**src/rtl/sprinkler_pkg.sv**
```systemverilog
// Shared types and helpers for the LFSR pixel sprinkler.
package sprinkler_pkg;

  localparam int unsigned MAX_HALF = 8;
  localparam int unsigned IDX_W    = 2 * MAX_HALF;

  typedef enum logic [2:0] {
    ST_IDLE,
    ST_INIT,
    ST_SEED,
    ST_WAIT,
    ST_STEP,
    ST_CHECK,
    ST_LAST,
    ST_DONE
  } state_t;

  typedef struct packed {
    logic [MAX_HALF-1:0] row;
    logic [MAX_HALF-1:0] col;
  } pixel_addr_t;

  // Split an LFSR index into row (upper half) and column (lower half).
  function automatic pixel_addr_t pixel_of(input logic [IDX_W-1:0] idx,
                                           input int unsigned num_bits);
    pixel_addr_t     p;
    int unsigned     half;
    logic [IDX_W-1:0] mask;
    half  = num_bits / 2;
    mask  = (IDX_W'(1) << half) - IDX_W'(1);
    p.row = MAX_HALF'((idx >> half) & mask);
    p.col = MAX_HALF'(idx & mask);
    return p;
  endfunction

endpackage

```
**src/rtl/fb_shadow.sv**
```systemverilog
// Shadow copy of the square framebuffer: row read, per-bit update, row init.
module fb_shadow #(
  parameter int unsigned R_BITS = 3
) (
  input  logic                       clk,
  input  logic                       rst_n,
  input  logic                       init_en,
  input  logic [R_BITS-1:0]          init_row,
  input  logic                       init_val,
  input  logic                       bit_en,
  input  logic [R_BITS-1:0]          bit_row,
  input  logic [R_BITS-1:0]          bit_col,
  input  logic                       bit_val,
  input  logic [R_BITS-1:0]          rd_row,
  output logic [(2**R_BITS)-1:0]     rd_data_c
);

  localparam int unsigned R = 2 ** R_BITS;

  logic [R-1:0][R-1:0] mem;

  // Row initialise has priority over single-pixel updates.
  always_ff @(posedge clk or negedge rst_n) begin
    if (!rst_n) begin
      mem <= '0;
    end else if (init_en) begin
      mem[init_row] <= {R{init_val}};
    end else if (bit_en) begin
      mem[bit_row][bit_col] <= bit_val;
    end
  end

  assign rd_data_c = mem[rd_row];

endmodule

```
**src/rtl/lfsr_pixel_sprinkler.sv**
```systemverilog
// Dissolve effect: seeds and paces an external LFSR, maps each value to one
// framebuffer pixel and issues full-row writes from a shadow copy.
// Optional macro SPRINKLER_FREE_SEED_EN: seed taken from a free-running counter.
module lfsr_pixel_sprinkler
  import sprinkler_pkg::*;
#(
  parameter int unsigned         NUM_BITS = 6,
  parameter int unsigned         TICK_DIV = 4,
  parameter logic [NUM_BITS-1:0] SEED     = NUM_BITS'(1)
) (
  input  logic                            i_Clk,
  input  logic                            i_Rst_L,
  input  logic                            i_Start,
  input  logic                            i_Clear,
  input  logic [NUM_BITS-1:0]             i_LFSR_Data,
  input  logic                            i_LFSR_Done,
  output logic                            o_LFSR_Enable,
  output logic                            o_Seed_DV,
  output logic [NUM_BITS-1:0]             o_Seed_Data,
  output logic                            o_Wr_En,
  output logic [(NUM_BITS/2)-1:0]         o_Wr_Row,
  output logic [(2**(NUM_BITS/2))-1:0]    o_Wr_Data,
  output logic                            o_Busy,
  output logic                            o_Done,
  output logic                            o_Err
);

  localparam int unsigned HALF   = NUM_BITS / 2;
  localparam int unsigned R      = 2 ** HALF;
  localparam int unsigned STEPS  = (2 ** NUM_BITS) - 1;
  localparam int unsigned TICK_W = $clog2(TICK_DIV + 1);

  state_t              state, state_nxt;
  logic [HALF-1:0]     row_cnt, row_cnt_nxt;
  logic [NUM_BITS-1:0] step_cnt, step_cnt_nxt;
  logic [TICK_W-1:0]   tick_cnt, tick_cnt_nxt;
  logic                clear_mode, clear_mode_nxt;

  logic                wr_en, wr_en_nxt;
  logic [HALF-1:0]     wr_row, wr_row_nxt;
  logic [R-1:0]        wr_data, wr_data_nxt;
  logic                lfsr_en, lfsr_en_nxt;
  logic                seed_dv, seed_dv_nxt;
  logic [NUM_BITS-1:0] seed_data, seed_data_nxt;
  logic                busy, busy_nxt;
  logic                done, done_nxt;
  logic                err, err_nxt;

  logic                init_en_c, bit_en_c;
  logic [HALF-1:0]     tgt_row_c, tgt_col_c;
  logic [R-1:0]        row_rd_c, new_row_c;
  logic [NUM_BITS-1:0] free_seed_c;
  pixel_addr_t         pix;
  logic                unused_pix;

  assign pix        = pixel_of(IDX_W'(i_LFSR_Data), NUM_BITS);
  assign unused_pix = ^pix;

`ifdef SPRINKLER_FREE_SEED_EN
  logic [NUM_BITS-1:0] free_cnt;

  // Free-running seed source; all-ones is the LFSR lock-up value, so avoid it.
  always_ff @(posedge i_Clk or negedge i_Rst_L) begin
    if (!i_Rst_L) free_cnt <= NUM_BITS'(1);
    else          free_cnt <= free_cnt + NUM_BITS'(1);
  end

  assign free_seed_c = (&free_cnt) ? SEED : free_cnt;
`else
  assign free_seed_c = SEED;
`endif

  fb_shadow #(
    .R_BITS (HALF)
  ) u_shadow (
    .clk       (i_Clk),
    .rst_n     (i_Rst_L),
    .init_en   (init_en_c),
    .init_row  (row_cnt),
    .init_val  (clear_mode),
    .bit_en    (bit_en_c),
    .bit_row   (tgt_row_c),
    .bit_col   (tgt_col_c),
    .bit_val   (~clear_mode),
    .rd_row    (tgt_row_c),
    .rd_data_c (row_rd_c)
  );

  // Target pixel: captured LFSR value, or the all-ones pixel in LAST.
  always_comb begin
    tgt_row_c = HALF'(pix.row);
    tgt_col_c = HALF'(pix.col);
    if (state == ST_LAST) begin
      tgt_row_c = '1;
      tgt_col_c = '1;
    end
    if (clear_mode) new_row_c = row_rd_c & ~(R'(1) << tgt_col_c);
    else            new_row_c = row_rd_c |  (R'(1) << tgt_col_c);
  end

  // Next-state and next-output logic.
  always_comb begin
    state_nxt      = state;
    row_cnt_nxt    = row_cnt;
    step_cnt_nxt   = step_cnt;
    tick_cnt_nxt   = tick_cnt;
    clear_mode_nxt = clear_mode;
    wr_en_nxt      = 1'b0;
    wr_row_nxt     = wr_row;
    wr_data_nxt    = wr_data;
    lfsr_en_nxt    = 1'b0;
    seed_dv_nxt    = 1'b0;
    seed_data_nxt  = seed_data;
    busy_nxt       = busy;
    done_nxt       = 1'b0;
    err_nxt        = err;
    init_en_c      = 1'b0;
    bit_en_c       = 1'b0;

    case (state)
      ST_IDLE: begin
        if (i_Start) begin
          clear_mode_nxt = i_Clear;
          err_nxt        = 1'b0;
          busy_nxt       = 1'b1;
          row_cnt_nxt    = '0;
          seed_data_nxt  = free_seed_c;
          state_nxt      = ST_INIT;
        end
      end
      ST_INIT: begin
        wr_en_nxt   = 1'b1;
        wr_row_nxt  = row_cnt;
        wr_data_nxt = clear_mode ? '1 : '0;
        init_en_c   = 1'b1;
        row_cnt_nxt = row_cnt + HALF'(1);
        if (row_cnt == HALF'(R - 1)) state_nxt = ST_SEED;
      end
      ST_SEED: begin
        seed_dv_nxt  = 1'b1;
        step_cnt_nxt = '0;
        tick_cnt_nxt = TICK_W'(TICK_DIV - 1);
        state_nxt    = ST_WAIT;
      end
      ST_WAIT: begin
        if (tick_cnt == '0) state_nxt = ST_STEP;
        else                tick_cnt_nxt = tick_cnt - TICK_W'(1);
      end
      ST_STEP: begin
        wr_en_nxt    = 1'b1;
        wr_row_nxt   = tgt_row_c;
        wr_data_nxt  = new_row_c;
        lfsr_en_nxt  = 1'b1;
        bit_en_c     = 1'b1;
        step_cnt_nxt = step_cnt + NUM_BITS'(1);
        tick_cnt_nxt = TICK_W'(TICK_DIV - 1);
        // Only the first step legitimately sees the LFSR sitting on its seed.
        if (i_LFSR_Done && (step_cnt != '0)) err_nxt = 1'b1;
        if (step_cnt == NUM_BITS'(STEPS - 1)) begin
          // Two cycles: final enable goes out, then the LFSR value settles.
          tick_cnt_nxt = TICK_W'(1);
          state_nxt    = ST_CHECK;
        end else begin
          state_nxt    = ST_WAIT;
        end
      end
      ST_CHECK: begin
        if (tick_cnt != '0) begin
          tick_cnt_nxt = tick_cnt - TICK_W'(1);
        end else begin
          if (!i_LFSR_Done) err_nxt = 1'b1;
          state_nxt = ST_LAST;
        end
      end
      ST_LAST: begin
        wr_en_nxt   = 1'b1;
        wr_row_nxt  = tgt_row_c;
        wr_data_nxt = new_row_c;
        bit_en_c    = 1'b1;
        state_nxt   = ST_DONE;
      end
      ST_DONE: begin
        done_nxt  = 1'b1;
        busy_nxt  = 1'b0;
        state_nxt = ST_IDLE;
      end
      default: state_nxt = ST_IDLE;
    endcase
  end

  // State, counters and registered outputs.
  always_ff @(posedge i_Clk or negedge i_Rst_L) begin
    if (!i_Rst_L) begin
      state      <= ST_IDLE;
      row_cnt    <= '0;
      step_cnt   <= '0;
      tick_cnt   <= '0;
      clear_mode <= 1'b0;
      wr_en      <= 1'b0;
      wr_row     <= '0;
      wr_data    <= '0;
      lfsr_en    <= 1'b0;
      seed_dv    <= 1'b0;
      seed_data  <= SEED;
      busy       <= 1'b0;
      done       <= 1'b0;
      err        <= 1'b0;
    end else begin
      state      <= state_nxt;
      row_cnt    <= row_cnt_nxt;
      step_cnt   <= step_cnt_nxt;
      tick_cnt   <= tick_cnt_nxt;
      clear_mode <= clear_mode_nxt;
      wr_en      <= wr_en_nxt;
      wr_row     <= wr_row_nxt;
      wr_data    <= wr_data_nxt;
      lfsr_en    <= lfsr_en_nxt;
      seed_dv    <= seed_dv_nxt;
      seed_data  <= seed_data_nxt;
      busy       <= busy_nxt;
      done       <= done_nxt;
      err        <= err_nxt;
    end
  end

  assign o_LFSR_Enable = lfsr_en;
  assign o_Seed_DV     = seed_dv;
  assign o_Seed_Data   = seed_data;
  assign o_Wr_En       = wr_en;
  assign o_Wr_Row      = wr_row;
  assign o_Wr_Data     = wr_data;
  assign o_Busy        = busy;
  assign o_Done        = done;
  assign o_Err         = err;

endmodule

```
**config.mk**
```make
export PLATFORM = sky130hd
export DESIGN_NAME = lfsr_pixel_sprinkler
export DESIGN_NICKNAME = d
export VERILOG_FILES = /design/src/rtl/sprinkler_pkg.sv /design/src/rtl/fb_shadow.sv /design/src/rtl/lfsr_pixel_sprinkler.sv
export SDC_FILE = /design/constraint.sdc
export NUM_CORES = 1
export LEC_CHECK = 0
export ABC_CLOCK_PERIOD_IN_PS = 3100
export CORE_UTILIZATION = 61
export DETAILED_ROUTE_END_ITERATION = 10
export HOLD_SLACK_MARGIN = 0.02
export PLACE_DENSITY = 0.81
export SLEW_MARGIN = 20
export SYNTH_ARGS = -nofsm -noshare
export SYNTH_HDL_FRONTEND = slang
export SYNTH_SLANG_ARGS = --single-unit
```
**constraint.sdc**
```tcl
create_clock -name i_Clk -period 3.1 [get_ports i_Clk]
set_clock_uncertainty 0.2 [all_clocks]
set_input_delay 0.775 -clock i_Clk [delete_from_list [all_inputs] [get_ports i_Clk]]
set_output_delay 0.775 -clock i_Clk [all_outputs]
set_load 0.02 [all_outputs]
```
==> results_dict.tcl <==
set metrics [dict create \
    htree_num_levels 3 \
    min_period_ns 2.75 \
    postSynthAreaPerCell_sq_um 8.82 \
    ant_nets 0 \
    mostFrequentLayoutCells "a21oi_1 (142), dfrtp_1 (97), nand3_1 (67)" \
    worst-endpoint-required_ns 3.16 \
    grt_pass1_wl_microns 32400 \
    cp_data_arrival_time_ns 2.81 \
    worstMarginPinSlew_ns 0.968 \
    first_global_vias 5851 \
    start_util_pct 63.6 \
    final-setup-viol-count 0 \
    timing.critical_path.from_type "input port" \
    synth_warnings 0 \
    power_leakage_nw 2.84 \
    fin_nets 745 \
    postSynth.asyncResetShare_pct 100 \
    antenna_found_initial 0 \
    powerDensity_nw_per_um2 361 \
    tritoncts "done" \
    mostFrequentLayoutCell "a21oi_1" \
    outcome "finished clean" \
    chipHeight_microns 104 \
    ir_drop_mv 0.236 \
    clk_root_buffer_cell "clkbuf_8" \
    hold_fix_buffer_count_after_cts 0 \
    yosys.cell_types.count 65 \
    synthToLayoutAreaGrowth_pct 9.98 \
    routed_wirelength_microns 20500 \
    predominant_post_synthesis_flop_cell "dfrtp_1" \
    n_antenna_cell 0 \
    hp-class "in2async" \
    cts.repair.resized 0 \
    io-pin-count 34 \
    cts_num_sinks 97 \
    gp_congestion 0.989 \
    synth-seq-area-share_pct 38.5 \
    syn-cell-area_sq_um 6310 \
    ys_seq_elements 97 \
    grt-ovfl-total 0 \
    wire_per_inst_microns 23.8 \
    rsz0062_at_grt "no" \
    vias_per_cell 7.32 \
    core_area_sq_um 9910 \
    insertion_delay_ns 0.38 \
    timing_hold_violations_final 0 \
    period_share_pct 88.7 \
    grt_max_degree 90 \
    critical_path_peak_fanout 13 \
    synth.top_cell.area_share_pct 38.5 \
    drv.max_cap_violation_count 0 \
    worst_setup_path_end_kind "flip-flop" \
    slew_viol_final 0 \
    vias 6293 \
    synth_edf_count 0 \
    synth_cells 715 \
    ys_top_cells_by_area "dfrtp_1 (38%), a21oi_1 (11%), o22a_1 (8.3%), nand3_1 (5.3%), mux2i_1 (3.3%)" \
    design.die.area_sq_um 10700 \
    post-synth-top-area-cell "dfrtp_1" \
    post-route-drc-count 0 \
    die_w_microns 104 \
    postCtsSetupBuffers 0 \
    slew-limit-headroom_pct 35.2 \
    numPortBuffers 27 \
    rrSetupSlack_ns 0.45 \
    fin_setup_tns_ns 0 \
    grtUsageTotal_pct 38.7 \
    cts.clk_slew.worst_paths_ns 0.09 \
    timing.setup.critical_path_class "in2reg" \
    layout-drive-gt1-share_pct 11.6 \
    count_of_standard_cell_rows 36 \
    detailedRoute.firstIterationViolations 856 \
    clock_buffer_count_from_cts 9 \
    timing.fmax_ghz 0.364 \
    fill_cells 770 \
    dp_hpwl_microns 13600 \
    detailedRoute.firstPassIterationCount 8 \
    fin_util_pct 70.0 \
    clk_path_buf_depth 2 \
]
[synthesized netlist by cell type (all sizes together) (11+ instances only)]
library cell    n
o22a           60
nor3           16
inv            11
nand2          29
buf            38
a21oi         142
clkbuf         39
and2           12
nand3          67
o21ai          20
dfrtp          97
nor2           17
mux2i          21
[path summary, 6_finish.rpt]
path	from	endpoint	depth (start not counted)
min in group i_Clk	u_shadow.mem[52]	u_shadow.mem[52]	1
worst min register to register	u_shadow.mem[52]	u_shadow.mem[52]	1
max in group asynchronous	i_Rst_L	u_shadow.mem[45]	2
worst max register to register	state[1]	u_shadow.mem[54]	5
worst min-delay path	i_Rst_L	tick_cnt[0]	1
worst max-delay path	i_LFSR_Data[5]	u_shadow.mem[54]	5
[registers in the layout (all words and copies together) (netlist names), 3 cells and up]
| signal | cells |
|---|---|
| o_Wr_Data | 8 |
| state | 3 |
| o_Wr_Row | 3 |
| row_cnt | 3 |
| step_cnt | 6 |
| u_shadow.mem | 64 |
| tick_cnt | 3 |
[cell families after synthesis]
logic type,synth area share [%]
AO/OA/AOI/OAI,29.7
AND/OR/NAND/NOR,19.3
flip-flops,38.5
buffers and inverters,6.41
multiplexers,3.87
adder cells (fa/ha/maj),1.98
other,0.119
XOR/XNOR,0.139
[metrics by stage]
stage	hold slack, ns	instances	total power [W]	area (sq um)	worst slack [ns]
detailed placement	0.272	846	0.00175	6770	0.0772
finish	0.109	860	0.00251	6940	0.350
CTS	0.122	860	0.00249	6940	0.462
floorplan	0.249	719	0.00159	6320	0.612
global placement	0.265	846	0.00174	6770	0.0874
global route	0.133	860	0.00258	6940	0.273
[metal layers]
| layer | share of wire (%) | vias up | global-route usage (%) |
|---|---|---|---|
| li1 | - | 2705 | - |
| met1 | 39 | 3007 | 53.3 |
| met2 | 42 | 488 | 56.0 |
| met3 | 13 | 93 | 11.5 |
| met4 | 5.4 | 0 | 18.3 |
| met5 | 0 | - | 0 |
[report_power, final]
part           switching (W)  total [W]  internal (W)
Combinational       0.000207   0.000353      0.000146
Clock               0.000442   0.000767      0.000325
Sequential         0.0000519    0.00139       0.00134
[critical path, stage by stage]
cell,delay [ns]
clkdlybuf4s50_1,0.80
and3b_1,0.43
and2_1,0.43
a21oi_1,0.14
o22a_1,0.23
[area by class of cell]
cell class | instances | area (sq um) | share of cell area, %
multi-input combinational | 534 | 3500 | 50.4
sequential | 97 | 2430 | 35.0
timing repair buffer | 71 | 636 | 9.16
tap | 133 | 166 | 2.40
clock buffer | 11 | 151 | 2.18
inverter | 11 | 41.3 | 0.595
clock inverter | 3 | 17.5 | 0.253
Note: power is estimated with default switching activity, not from simulation.
